**src/rtl/mips_pkg.sv**
```systemverilog
// Shared MIPS control definitions: FSM state encoding, opcode/funct fields,
// ALU operation codes and ALUSrcB select values.
package mips_pkg;

  typedef enum logic [3:0] {
    FETCH    = 4'd0,
    DECODE   = 4'd1,
    MEMADR   = 4'd2,
    MEMRD    = 4'd3,
    MEMWB    = 4'd4,
    MEMWR    = 4'd5,
    RTYPE_EX = 4'd6,
    ALU_WB   = 4'd7,
    ADDI_EX  = 4'd8,
    BRANCH   = 4'd9
  } ctrl_state_t;

  localparam logic [5:0] OP_RTYPE = 6'h00;
  localparam logic [5:0] OP_LW    = 6'h23;
  localparam logic [5:0] OP_SW    = 6'h2B;
  localparam logic [5:0] OP_BEQ   = 6'h04;
  localparam logic [5:0] OP_BNE   = 6'h05;
  localparam logic [5:0] OP_ADDI  = 6'h08;

  localparam logic [5:0] FN_ADD = 6'h20;
  localparam logic [5:0] FN_SUB = 6'h22;
  localparam logic [5:0] FN_AND = 6'h24;
  localparam logic [5:0] FN_OR  = 6'h25;
  localparam logic [5:0] FN_NOR = 6'h27;
  localparam logic [5:0] FN_SLT = 6'h2A;

  localparam logic [3:0] ALU_AND = 4'b0000;
  localparam logic [3:0] ALU_OR  = 4'b0001;
  localparam logic [3:0] ALU_ADD = 4'b0010;
  localparam logic [3:0] ALU_SUB = 4'b0110;
  localparam logic [3:0] ALU_SLT = 4'b0111;
  localparam logic [3:0] ALU_NOR = 4'b1100;

  localparam logic [1:0] SRCB_REG     = 2'b00;
  localparam logic [1:0] SRCB_FOUR    = 2'b01;
  localparam logic [1:0] SRCB_IMM     = 2'b10;
  localparam logic [1:0] SRCB_IMM_SH2 = 2'b11;

endpackage

```
**src/rtl/mips_control_unit_if.sv**
```systemverilog
// Control-unit <-> datapath bundle: instruction fields and memory handshake in,
// every datapath strobe / mux select out. master = control unit, slave = datapath.
interface mips_control_unit_if #(
  parameter int OP_W      = 6,
  parameter int FUNCT_W   = 6,
  parameter int ALUCTRL_W = 4
);

  logic [OP_W-1:0]      Op;
  logic [FUNCT_W-1:0]   Funct;
  logic                 mem_ready;
  logic                 IorD;
  logic                 MemWrite;
  logic                 IRWrite;
  logic                 PCWrite;
  logic                 BranchEq;
  logic                 BranchNeq;
  logic                 PCSrc;
  logic                 ALUSrcA;
  logic                 RegWrite;
  logic                 MemtoReg;
  logic                 RegDst;
  logic [1:0]           ALUSrcB;
  logic [ALUCTRL_W-1:0] ALUControl;
  logic                 illegal_op;
  logic [3:0]           state_o;

  modport master (
    input  Op, Funct, mem_ready,
    output IorD, MemWrite, IRWrite, PCWrite, BranchEq, BranchNeq, PCSrc,
           ALUSrcA, RegWrite, MemtoReg, RegDst, ALUSrcB, ALUControl,
           illegal_op, state_o
  );

  modport slave (
    output Op, Funct, mem_ready,
    input  IorD, MemWrite, IRWrite, PCWrite, BranchEq, BranchNeq, PCSrc,
           ALUSrcA, RegWrite, MemtoReg, RegDst, ALUSrcB, ALUControl,
           illegal_op, state_o
  );

endinterface

```
**src/rtl/mips_alu_decoder.sv**
```systemverilog
// Combinational R-type Funct -> ALUControl map; unknown functs fall back to ADD
// and raise illegal_funct.
module mips_alu_decoder
  import mips_pkg::*;
#(
  parameter int FUNCT_W   = 6,
  parameter int ALUCTRL_W = 4
) (
  input  logic [FUNCT_W-1:0]   funct,
  output logic [ALUCTRL_W-1:0] alu_ctrl,
  output logic                 illegal_funct
);

  always_comb begin
    alu_ctrl      = ALUCTRL_W'(ALU_ADD);
    illegal_funct = 1'b0;
    case (funct)
      FUNCT_W'(FN_ADD): alu_ctrl = ALUCTRL_W'(ALU_ADD);
      FUNCT_W'(FN_SUB): alu_ctrl = ALUCTRL_W'(ALU_SUB);
      FUNCT_W'(FN_AND): alu_ctrl = ALUCTRL_W'(ALU_AND);
      FUNCT_W'(FN_OR):  alu_ctrl = ALUCTRL_W'(ALU_OR);
      FUNCT_W'(FN_NOR): alu_ctrl = ALUCTRL_W'(ALU_NOR);
      FUNCT_W'(FN_SLT): alu_ctrl = ALUCTRL_W'(ALU_SLT);
      default:          illegal_funct = 1'b1;
    endcase
  end

endmodule

```
**src/rtl/mips_control_unit.sv**
```systemverilog
// Multi-cycle MIPS main control FSM; 3-5 cycles per instruction plus one per mem_ready=0
// cycle in FETCH/MEMRD/MEMWR. Define MIPS_CTRL_BNE_EN to decode bne, else it is illegal.
module mips_control_unit
  import mips_pkg::*;
#(
  parameter int OP_W      = 6,
  parameter int FUNCT_W   = 6,
  parameter int ALUCTRL_W = 4
) (
  input logic                 clk,
  input logic                 reset,
  mips_control_unit_if.master ctrl
);

  ctrl_state_t          state;
  ctrl_state_t          state_nxt;
  logic                 rtype_wb;
  logic [ALUCTRL_W-1:0] funct_alu;
  logic                 illegal_funct;
  logic                 op_rtype, op_lw, op_sw, op_addi, op_beq, op_bne, op_legal;

  mips_alu_decoder #(
    .FUNCT_W  (FUNCT_W),
    .ALUCTRL_W(ALUCTRL_W)
  ) u_alu_dec (
    .funct        (ctrl.Funct),
    .alu_ctrl     (funct_alu),
    .illegal_funct(illegal_funct)
  );

  assign op_rtype = (ctrl.Op == OP_W'(OP_RTYPE));
  assign op_lw    = (ctrl.Op == OP_W'(OP_LW));
  assign op_sw    = (ctrl.Op == OP_W'(OP_SW));
  assign op_addi  = (ctrl.Op == OP_W'(OP_ADDI));
  assign op_beq   = (ctrl.Op == OP_W'(OP_BEQ));
`ifdef MIPS_CTRL_BNE_EN
  assign op_bne   = (ctrl.Op == OP_W'(OP_BNE));
`else
  assign op_bne   = 1'b0;
`endif
  assign op_legal = op_rtype | op_lw | op_sw | op_addi | op_beq | op_bne;

  always_ff @(posedge clk or negedge reset) begin
    if (!reset) begin
      state <= FETCH;
    end else begin
      state <= state_nxt;
    end
  end

  // Remembers which EX state fed ALU_WB so it can pick rd (R-type) or rt (addi).
  always_ff @(posedge clk or negedge reset) begin
    if (!reset) begin
      rtype_wb <= 1'b0;
    end else if (state == RTYPE_EX) begin
      rtype_wb <= 1'b1;
    end else if (state == ADDI_EX) begin
      rtype_wb <= 1'b0;
    end
  end

  always_comb begin
    state_nxt = FETCH;
    case (state)
      FETCH:    state_nxt = ctrl.mem_ready ? DECODE : FETCH;
      DECODE: begin
        if (op_rtype)              state_nxt = RTYPE_EX;
        else if (op_lw || op_sw)   state_nxt = MEMADR;
        else if (op_addi)          state_nxt = ADDI_EX;
        else if (op_beq || op_bne) state_nxt = BRANCH;
        else                       state_nxt = FETCH;
      end
      MEMADR:   state_nxt = op_lw ? MEMRD : MEMWR;
      MEMRD:    state_nxt = ctrl.mem_ready ? MEMWB : MEMRD;
      MEMWB:    state_nxt = FETCH;
      MEMWR:    state_nxt = ctrl.mem_ready ? FETCH : MEMWR;
      RTYPE_EX: state_nxt = illegal_funct ? FETCH : ALU_WB;
      ADDI_EX:  state_nxt = ALU_WB;
      ALU_WB:   state_nxt = FETCH;
      BRANCH:   state_nxt = FETCH;
      default:  state_nxt = FETCH;
    endcase
  end

  // Reset parks the state in FETCH, so only the mem_ready-gated strobes need the extra gate.
  always_comb begin
    ctrl.IorD       = 1'b0;
    ctrl.MemWrite   = 1'b0;
    ctrl.IRWrite    = 1'b0;
    ctrl.PCWrite    = 1'b0;
    ctrl.BranchEq   = 1'b0;
    ctrl.BranchNeq  = 1'b0;
    ctrl.PCSrc      = 1'b0;
    ctrl.ALUSrcA    = 1'b0;
    ctrl.RegWrite   = 1'b0;
    ctrl.MemtoReg   = 1'b0;
    ctrl.RegDst     = 1'b0;
    ctrl.ALUSrcB    = SRCB_REG;
    ctrl.ALUControl = '0;
    ctrl.illegal_op = 1'b0;
    case (state)
      FETCH: begin
        ctrl.ALUSrcB    = SRCB_FOUR;
        ctrl.ALUControl = ALUCTRL_W'(ALU_ADD);
        ctrl.IRWrite    = ctrl.mem_ready & reset;
        ctrl.PCWrite    = ctrl.mem_ready & reset;
      end
      DECODE: begin
        ctrl.ALUSrcB    = SRCB_IMM_SH2;
        ctrl.ALUControl = ALUCTRL_W'(ALU_ADD);
        ctrl.illegal_op = ~op_legal & reset;
      end
      MEMADR: begin
        ctrl.ALUSrcA    = 1'b1;
        ctrl.ALUSrcB    = SRCB_IMM;
        ctrl.ALUControl = ALUCTRL_W'(ALU_ADD);
      end
      MEMRD: ctrl.IorD = 1'b1;
      MEMWB: begin
        ctrl.RegWrite = 1'b1;
        ctrl.MemtoReg = 1'b1;
      end
      MEMWR: begin
        ctrl.IorD     = 1'b1;
        ctrl.MemWrite = 1'b1;
      end
      RTYPE_EX: begin
        ctrl.ALUSrcA    = 1'b1;
        ctrl.ALUControl = funct_alu;
        ctrl.illegal_op = illegal_funct & reset;
      end
      ADDI_EX: begin
        ctrl.ALUSrcA    = 1'b1;
        ctrl.ALUSrcB    = SRCB_IMM;
        ctrl.ALUControl = ALUCTRL_W'(ALU_ADD);
      end
      ALU_WB: begin
        ctrl.RegWrite = 1'b1;
        ctrl.RegDst   = rtype_wb;
      end
      BRANCH: begin
        ctrl.ALUSrcA    = 1'b1;
        ctrl.ALUControl = ALUCTRL_W'(ALU_SUB);
        ctrl.PCSrc      = 1'b1;
        ctrl.BranchEq   = op_beq;
        ctrl.BranchNeq  = op_bne;
      end
      default: ;
    endcase
  end

  assign ctrl.state_o = state;

endmodule

```
**src/flat_wrapper.sv**
```systemverilog
// flat-port wrapper written by rule: the top's interface ports become plain ports
module mips_control_unit_flat import mips_pkg::*;
#(
  parameter int OP_W      = 6,
  parameter int FUNCT_W   = 6,
  parameter int ALUCTRL_W = 4
)
  (clk, reset, ctrl_Op, ctrl_Funct, ctrl_mem_ready, ctrl_IorD, ctrl_MemWrite, ctrl_IRWrite, ctrl_PCWrite, ctrl_BranchEq, ctrl_BranchNeq, ctrl_PCSrc, ctrl_ALUSrcA, ctrl_RegWrite, ctrl_MemtoReg, ctrl_RegDst, ctrl_ALUSrcB, ctrl_ALUControl, ctrl_illegal_op, ctrl_state_o);
  mips_control_unit_if #(.OP_W(OP_W), .FUNCT_W(FUNCT_W), .ALUCTRL_W(ALUCTRL_W)) ctrl_i ();
  input logic clk;
  input logic reset;
  input wire logic [$bits(ctrl_i.Op)-1:0] ctrl_Op;
  input wire logic [$bits(ctrl_i.Funct)-1:0] ctrl_Funct;
  input wire logic [$bits(ctrl_i.mem_ready)-1:0] ctrl_mem_ready;
  output wire logic [$bits(ctrl_i.IorD)-1:0] ctrl_IorD;
  output wire logic [$bits(ctrl_i.MemWrite)-1:0] ctrl_MemWrite;
  output wire logic [$bits(ctrl_i.IRWrite)-1:0] ctrl_IRWrite;
  output wire logic [$bits(ctrl_i.PCWrite)-1:0] ctrl_PCWrite;
  output wire logic [$bits(ctrl_i.BranchEq)-1:0] ctrl_BranchEq;
  output wire logic [$bits(ctrl_i.BranchNeq)-1:0] ctrl_BranchNeq;
  output wire logic [$bits(ctrl_i.PCSrc)-1:0] ctrl_PCSrc;
  output wire logic [$bits(ctrl_i.ALUSrcA)-1:0] ctrl_ALUSrcA;
  output wire logic [$bits(ctrl_i.RegWrite)-1:0] ctrl_RegWrite;
  output wire logic [$bits(ctrl_i.MemtoReg)-1:0] ctrl_MemtoReg;
  output wire logic [$bits(ctrl_i.RegDst)-1:0] ctrl_RegDst;
  output wire logic [$bits(ctrl_i.ALUSrcB)-1:0] ctrl_ALUSrcB;
  output wire logic [$bits(ctrl_i.ALUControl)-1:0] ctrl_ALUControl;
  output wire logic [$bits(ctrl_i.illegal_op)-1:0] ctrl_illegal_op;
  output wire logic [$bits(ctrl_i.state_o)-1:0] ctrl_state_o;
  assign ctrl_i.Op = ctrl_Op;
  assign ctrl_i.Funct = ctrl_Funct;
  assign ctrl_i.mem_ready = ctrl_mem_ready;
  assign ctrl_IorD = ctrl_i.IorD;
  assign ctrl_MemWrite = ctrl_i.MemWrite;
  assign ctrl_IRWrite = ctrl_i.IRWrite;
  assign ctrl_PCWrite = ctrl_i.PCWrite;
  assign ctrl_BranchEq = ctrl_i.BranchEq;
  assign ctrl_BranchNeq = ctrl_i.BranchNeq;
  assign ctrl_PCSrc = ctrl_i.PCSrc;
  assign ctrl_ALUSrcA = ctrl_i.ALUSrcA;
  assign ctrl_RegWrite = ctrl_i.RegWrite;
  assign ctrl_MemtoReg = ctrl_i.MemtoReg;
  assign ctrl_RegDst = ctrl_i.RegDst;
  assign ctrl_ALUSrcB = ctrl_i.ALUSrcB;
  assign ctrl_ALUControl = ctrl_i.ALUControl;
  assign ctrl_illegal_op = ctrl_i.illegal_op;
  assign ctrl_state_o = ctrl_i.state_o;
  mips_control_unit #(.OP_W(OP_W), .FUNCT_W(FUNCT_W), .ALUCTRL_W(ALUCTRL_W)) u_core (.clk(clk), .reset(reset), .ctrl(ctrl_i));
endmodule
```
**config.mk**
```make
export PLATFORM = sky130hd
export DESIGN_NAME = mips_control_unit_flat
export DESIGN_NICKNAME = d
export VERILOG_FILES = /design/src/rtl/mips_pkg.sv /design/src/rtl/mips_control_unit_if.sv /design/src/rtl/mips_alu_decoder.sv /design/src/rtl/mips_control_unit.sv /design/src/flat_wrapper.sv
export SDC_FILE = /design/constraint.sdc
export NUM_CORES = 1
export LEC_CHECK = 0
export ABC_AREA = 1
export CAP_MARGIN = 20
export CORE_MARGIN = 2
export CORE_UTILIZATION = 37
export DETAILED_ROUTE_END_ITERATION = 8
export MAX_ROUTING_LAYER = met4
export PLACE_DENSITY = 0.78
export SYNTH_ARGS = -nofsm -noshare
export SYNTH_HDL_FRONTEND = slang
export SYNTH_SLANG_ARGS = --single-unit
```
**constraint.sdc**
```tcl
create_clock -name clk -period 1.1 [get_ports clk]
set_input_delay 0.11 -clock clk [delete_from_list [all_inputs] [get_ports clk]]
set_output_delay 0.11 -clock clk [all_outputs]
set_load 0.05 [all_outputs]
```
==> flow_summary.ini, run 1 <==
[placement]
globalplace.congestion = 0.9047
post-place-ws_ps = -571.7
place_area_sq_mm = 0.001572
port_buffers = 35
hpwl_um = 2571

[outcome]
stop_error = [ERROR DPL-0038] Utilization greater than 100%, impossible to legalize
status = stopped before the end
stop_stage = clock tree synthesis (4_1_cts)

[clock_tree]
cts-root-buf = clkbuf_4
cts_resized = 30
post_cts_buffers = 8
htreeDepth = 1
clock-sinks = 5
holdBufCountCts = 0
numCtsBuffers = 3
cts_buffer_depth = 2

[floorplanning]
io_pins = 37
die_h_um = 46.18
die_w_um = 46.18
initial_core_util_pct = 38.53
rows = 15

[synthesis]
synth-adder-area-share_pct = 0
syn_area_per_cell_sq_um = 5.308
synth-seq-cells = 5
synth-compound-area-share_pct = 7.985
yosysTopAreaCell = nand2_1
synth_fp_nets = 139
synthSimpleGateAreaFrac_pct = 57.60
synth_area_leaders = nand2_1 (20%), dfrtp_1 (19%), nor2_1 (14%), inv_1 (12%), nand3_1 (5.3%)
synth_mux_area_share_pct = 0
yosys_warnings = 0
synth_top_area_share_pct = 19.96
yosysSeqAreaShare_pct = 19.01
synth-xor-area-share_pct = 0
synth_area_sq_um = 658.1
synth_cell_type_count = 19
netlist_instances = 124
synth_top_family_by_area = simple AND/OR/NAND/NOR gates
## per-stage QoR
step / cells / hold slack (ps)
2_1_floorplan: 124 / -185.6
3_3_place_gp: 207 / 522.0
3_5_place_dp: 207 / 524.3
## synthesized netlist by cell type (all sizes together)
| cell | number |
|---|---|
| dfrtp | 5 |
| o211ai | 2 |
| nand4 | 5 |
| nor3 | 4 |
| o21ai | 2 |
| nand3b | 2 |
| o22ai | 2 |
| nand3 | 8 |
| nand2 | 36 |
| buf | 2 |
| inv | 22 |
| nor2 | 30 |
| a21oi | 3 |
| conb | 1 |
## cell families after synthesis
kind of cell / Yosys count
other: 1
AOI/OAI and AO/OA: 9
buffers and inverters: 24
DFF: 5
and+or+nand+nor: 85
==> inputs of run 2 (changes only) <==
--- a/config.mk
+++ b/config.mk
@@ -7,11 +7,10 @@
 export LEC_CHECK = 0
 export ABC_AREA = 1
 export CAP_MARGIN = 20
-export CORE_MARGIN = 2
-export CORE_UTILIZATION = 37
+export CORE_AREA = 2 2 63 65
 export DETAILED_ROUTE_END_ITERATION = 8
-export MAX_ROUTING_LAYER = met4
-export PLACE_DENSITY = 0.78
+export DIE_AREA = 0 0 65 67
+export PLACE_DENSITY_LB_ADDON = 0.15
 export SYNTH_ARGS = -nofsm -noshare
 export SYNTH_HDL_FRONTEND = slang
 export SYNTH_SLANG_ARGS = --single-unit
==> run 2 against run 1 <==
Synthesized area is the same. The flow now finishes, with violations (setup timing). Synthesized cell count stayed put.
==> flow_summary.ini, run 2 <==
[setup_path]
worst-path-buf-inv = 3
critPathArrivalTime_ps = 1420
start_kind = register
critPathTopFamily = simple AND/OR/NAND/NOR gates
end_kind = output pin
cp.required_ps = 990
critPathKind = register to output pin
critPathSlowestCell = dfrtp_2
reg2reg_to = u_core.ctrl.state_o[2]
critPathMaxStageDelay_ps = 400
reg2reg_from = u_core.ctrl.state_o[2]
cp_max_fo = 4
worst-r2r-cell-count = 8
path_cells = buf_6 -> nor2_4 -> inv_4 -> nor3_4 -> buf_12
r2r_setup_slack_ps = -250

[global_routing]
grt_antenna_before_repair = 0
global_route.peak_usage_layer = met2
grt.total_usage_pct = 12.70
grt_pass1_vias = 1022
globalRoute.totalOverflow = 0
use_met1_pct = 13.16
grt_util_met2_pct = 24.61
grt_pass1_wl_um = 4250
grt_max_degree = 8
grtUsageMet3_pct = 3.547

[floorplanning]
die_h_um = 67
io_pins = 37
initial_core_util_pct = 18.25
core_area_sq_mm = 0.003606
die_w_um = 65
rows = 22
die-area_sq_mm = 0.004355

[power_and_ir_drop]
sequentialPowerShare_pct = 14.4
powerDensity_mw_per_mm2 = 788.2
p_clk_share_pct = 22.6
power.leakage_nw = 0.8738
p_comb_share_pct = 63.0
p_sw_share_pct = 40.15
ir_drop_mv = 0.5220
power.internal_w = 0.0009020
power_switching_w = 0.0006050

[sta]
skew_ps = 0.3208
setup_ws_ps = -432.5
fin_tns_setup_ps = -7276
slew_viol_final = 0
hold_slack_ps = 347.7
rsz0062_at_grt = yes
maxClockFrequency_mhz = 652.5
min_period_ps = 1532
post-route-period-util_pct = 139.3
timing.final.hold_violations = 0
setup_viol = 23

[layout]
fill_cells = 337
drive_gt1_share_pct = 58.00
layout_common_cells = nand2_1 (27), buf_4 (26), buf_12 (22)
finish.utilization_pct = 53.02
largest_register_ffs = 4
final_common_cell = nand2_1
antennaDiodeCount = 0
final_cell_area_sq_mm = 0.001912
regArea_sq_um = 130.1
syn2layout_area_growth_pct = 190.5
final_nets = 216
multiInputGateArea_sq_um = 664.4

[synthesis]
synth_fp_nets = 139
async_flop_share_pct = 100.0
yosys_warnings = 0
yosysSeqAreaShare_pct = 19.01
synth-adder-area-share_pct = 0
synth-xor-area-share_pct = 0
synth_common_cells = nand2_1 (35), nor2_1 (25), inv_1 (21)
yosys.cell_count.top_type = nand2_1
synth_mux_area_share_pct = 0
synth-compound-area-share_pct = 7.985
synthSimpleGateAreaFrac_pct = 57.60
ys.flop_type = dfrtp_1
synth-edff-count = 0
yosysTopAreaCell = nand2_1
netlist_instances = 124
syn_area_per_cell_sq_um = 5.308
synth_top_area_share_pct = 19.96
synth_area_sq_um = 658.1
synth_cell_type_count = 19
synth-seq-cells = 5
synth_area_leaders = nand2_1 (20%), dfrtp_1 (19%), nor2_1 (14%), inv_1 (12%), nand3_1 (5.3%)
synth_top_family_by_area = simple AND/OR/NAND/NOR gates

[placement]
port_buffers = 35
post-place-ws_ps = -482.9
hpwl_um = 2059
place_area_sq_mm = 0.001603
globalplace.congestion = 0.8001

[clock_tree]
cts-root-buf = clkbuf_8
cts_buffer_depth = 2
clk_pin_slew_ps = 40
holdBufCountCts = 0
numCtsBuffers = 3
worstSkewPairLatency_ps = 220
cts_tree = yes
htreeDepth = 1
clock-sinks = 5

[min_path]
hp-class = primary input to async pin

[detailed_routing]
wire_per_inst_um = 10.46
routed_wl_um = 2594
vias = 1027
via_per_inst = 4.141
ant_nets = 0
firstDrtPassIters = 4
first_iter_violations = 21
drc = 0

[outcome]
violations = setup timing
status = complete, but fails checks

[job]
cap_viol_max_count = 0
run 2: cell counts after synthesis:
No cell type changed its count.
run 2: worst max path at each step:
stage               cells after the start                   start  slack (ps)                 end
floorplan                               4  u_core.ctrl.state_o[2]        -540        ctrl_PCWrite
global placement                        8              ctrl_Op[2]        -470     ctrl_illegal_op
detailed placement                      8           ctrl_Funct[5]        -480  ctrl_ALUControl[3]
CTS                                     8  u_core.ctrl.state_o[1]        -420     ctrl_illegal_op
global route                            5  u_core.ctrl.state_o[0]        -500        ctrl_IRWrite
finish                                  5  u_core.ctrl.state_o[0]        -430        ctrl_PCWrite
run 2: cells by family (layout without fill, tap and decap cells):
family	count (synthesis)	count (layout)
flip-flops	5	5
other	1	1
AO/OA/AOI/OAI	9	9
AND/OR/NAND/NOR	85	85
buffers and inverters	24	100
run 2: power by group through the flow:
stage / combinational (W) / clock (W) / sequential (W)
after floorplan: 0.000343 / 0 / 0.000265
after global placement: 0.000791 / 0 / 0.000214
after detailed placement: 0.000798 / 0 / 0.000214
after CTS: 0.000899 / 0.000344 / 0.000216
after global routing: 0.00101 / 0.000371 / 0.000219
final: 0.000950 / 0.000340 / 0.000217
run 2: routing by layer:
layer	vias to the layer above	wire length (um)
li1	543	-
met3	2	123
met4	0	27
met5	-	0
met1	457	1065
met2	25	1378
run 2: metrics by stage:
step / power (W) / cells
floorplan: 0.0006075 / 124
global placement: 0.001005 / 232
detailed placement: 0.001012 / 232
CTS: 0.001459 / 244
global route: 0.001596 / 248
finish: 0.001507 / 248
run 2: worst reg2reg max path, delay by kind of cell, from the launching register on:
| kind | cells | cell delay (ps) |
|---|---|---|
| AO/OA/AOI/OAI | 1 | 80 |
| buffers and inverters | 2 | 280 |
| flip-flops | 1 | 440 |
| AND/OR/NAND/NOR | 5 | 430 |
run 2: area by class of cell:
class	instances	share of cell area (%)
clock inverters	1	0.2618
multi-input cells	95	34.75
repair buffers	74	47.58
flip-flops and latches	5	6.806
clock buffers	3	2.160
well taps	48	3.141
inverters	22	5.301
run 2: repair_timing:
| action | 4_1_cts | 5_1_grt |
|---|---|---|
| gates resized for setup | 39 | 16 |
| pin swaps | 9 | 13 |
| buffers inserted | 8 | 5 |
| endpoints found under the hold margin | 0 | 0 |
| setup endpoints to repair | 23 | 24 |
Note: power is estimated with default switching activity, not from simulation.
==> inputs of run 3 (changes only) <==
==> constraint.sdc (replaced) <==
create_clock -name clk -period 1.1 [get_ports clk]
set_input_delay 0.165 -clock clk [delete_from_list [all_inputs] [get_ports clk]]
set_output_delay 0.165 -clock clk [all_outputs]
set_load 0.05 [all_outputs]
==> run 3 against run 2 <==
The run still ends with setup timing left. Flip-flop and latch count did not move. Hold slack got worse by 110 ps. Worst setup slack got worse by 43 ps. Clock-buffer cell count increased by 1. Die area did not move. Utilization up 0.31 points. Critical endpoint is now ctrl_ALUControl[3]. Largest power group unchanged.
==> flow_summary.ini, run 3 (synthesized netlist as in run 2, its figures left out) <==
[outcome]
status = complete, but fails checks
violations = setup timing

[setup_path]
path_cells = nand2_2 -> nor2_4 -> nand3b_1 -> clkinvlp_4 -> buf_12
critPathSlowestCell = dfrtp_4
worst-path-stages = 5
reg2reg_to = u_core.ctrl.state_o[2]
cp_max_fo = 7
r2r_setup_slack_ps = -280
end_kind = output pin
worst-r2r-cell-count = 8
start_kind = register
reg2reg_from = u_core.ctrl.state_o[0]
worst-path-buf-inv = 2
critPathMaxStageDelay_ps = 470
critPathKind = register to output pin
startpoint = u_core.ctrl.state_o[1]
critPathArrivalTime_ps = 1410
critPathTopFamily = simple AND/OR/NAND/NOR gates
cp.required_ps = 940

[sta]
setup_ws_ps = -475.5
hold_slack_ps = 241.1
maxClockFrequency_mhz = 634.7
slew_viol_final = 0
post-route-period-util_pct = 143.2
skew_ps = 4.463
timing.final.hold_violations = 0
min_period_ps = 1575
rsz0062_at_grt = yes
setup_viol = 26

[power_and_ir_drop]
p_sw_share_pct = 40.33
power.internal_w = 0.0008937
sequentialPowerShare_pct = 14.7
power.leakage_nw = 0.9255
p_clk_share_pct = 22.9
powerDensity_mw_per_mm2 = 778.8
p_comb_share_pct = 62.4
ir_drop_mv = 0.3257
power_switching_w = 0.0006039

[global_routing]
grt.total_usage_pct = 12.78
grt_antenna_before_repair = 0
grt_pass1_wl_um = 4202
globalRoute.totalOverflow = 0
grt_max_degree = 8
grt_pass1_vias = 988

[placement]
globalplace.congestion = 0.8220
hpwl_um = 2115
port_buffers = 35

[layout]
multiInputGateArea_sq_um = 660.6
syn2layout_area_growth_pct = 192.2
regArea_sq_um = 132.6
drive_gt1_share_pct = 58.21
fill_cells = 328
layout_common_cells = nand2_1 (29), buf_4 (28), buf_12 (22)
final_nets = 217
final_common_cell = nand2_1
largest_register_ffs = 4
antennaDiodeCount = 0
finish.utilization_pct = 53.33

[floorplanning]
die_w_um = 65
core_area_sq_mm = 0.003606
rows = 22
die_h_um = 67
initial_core_util_pct = 18.25
die-area_sq_mm = 0.004355
io_pins = 37

[clock_tree]
cts_tree = yes
htreeDepth = 1
clk_pin_slew_ps = 40
cts_buffer_depth = 2
worstSkewPairLatency_ps = 220
cts-root-buf = clkbuf_8
clock-sinks = 5
numCtsBuffers = 3

[detailed_routing]
top_layer = met4
firstDrtPassIters = 6
first_iter_violations = 18
wl_met2_um = 1571
routed_wl_um = 2713
drc = 0
wl_met3_um = 135
vias = 1067
via_per_inst = 4.285
wire_per_inst_um = 10.90
ant_nets = 0
wl_met1_um = 981

[min_path]
hp-class = primary input to async pin

[job]
cap_viol_max_count = 0
-- run 3: cell types whose count changed in the layout (fill, tap and decap cells not counted), sizes merged, moves of 2 or more --
cell	before	now
clkdlybuf4s50	10	2
dlygate4sd2	4	6
dlymetal6s2s	0	6
clkinv	2	0
-- run 3: what timing repair did --
item | CTS | global route
endpoints found under the setup margin | 26 | 26
hold endpoints to repair | 0 | 0
setup buffers | 7 | 7
hold buffers | 0 | 0
pin swaps | 10 | 12
gates resized for setup | 30 | 31
-- run 3: metal layers --
metal,global-route usage [%],vias to the layer above
li1,-,540
met5,0,-
met3,2.027,4
met1,13.40,495
met2,25.26,28
met4,4.787,0
-- run 3: worst max-delay path by stage --
stage                               endpoint
final                     ctrl_ALUControl[3]
after detailed placement  ctrl_ALUControl[0]
after CTS                    ctrl_illegal_op
after global routing      ctrl_ALUControl[3]
after floorplan                 ctrl_PCWrite
after global placement       ctrl_illegal_op
-- run 3: power by group through the flow --
stage | logic (W) | registers [W] | clock network, W
3_3_place_gp | 0.000791 | 0.000219 | 0
2_1_floorplan | 0.000342 | 0.000266 | 0
3_5_place_dp | 0.000799 | 0.000218 | 0
4_1_cts | 0.000867 | 0.000218 | 0.000350
6_report | 0.000935 | 0.000220 | 0.000343
5_1_grt | 0.000991 | 0.000222 | 0.000359
-- run 3: metrics by stage --
stage / total power (W) / cell area [sq um] / setup WS [ps] / instances / setup TNS (ps)
final: 0.001498 / 1923 / -475.5 / 249 / -8518
after global routing: 0.001572 / 1923 / -539.7 / 249 / -9823
after CTS: 0.001436 / 1778 / -480.6 / 245 / -8393
after detailed placement: 0.001017 / 1610 / -603.2 / 234 / -7178
after global placement: 0.001010 / 1610 / -568.8 / 234 / -6980
after floorplan: 0.0006080 / 790.8 / -598.6 / 124 / -7587
-- run 3: cell type report --
class	instances	share of cell area, %
multi-input combinational	95	34.35
tap	48	3.123
sequential	5	6.897
inverter	22	5.140
timing repair buffer	75	48.15
clock buffer	4	2.342
-- run 3: worst register-to-register path, cell delays in order (launching register included) --
cell,delay (ps)
dfrtp_2,420
buf_4,160
nand2_2,160
nor2_4,70
buf_4,140
nand2_1,60
o21ai_0,80
nor2_1,100
nand2_1,60
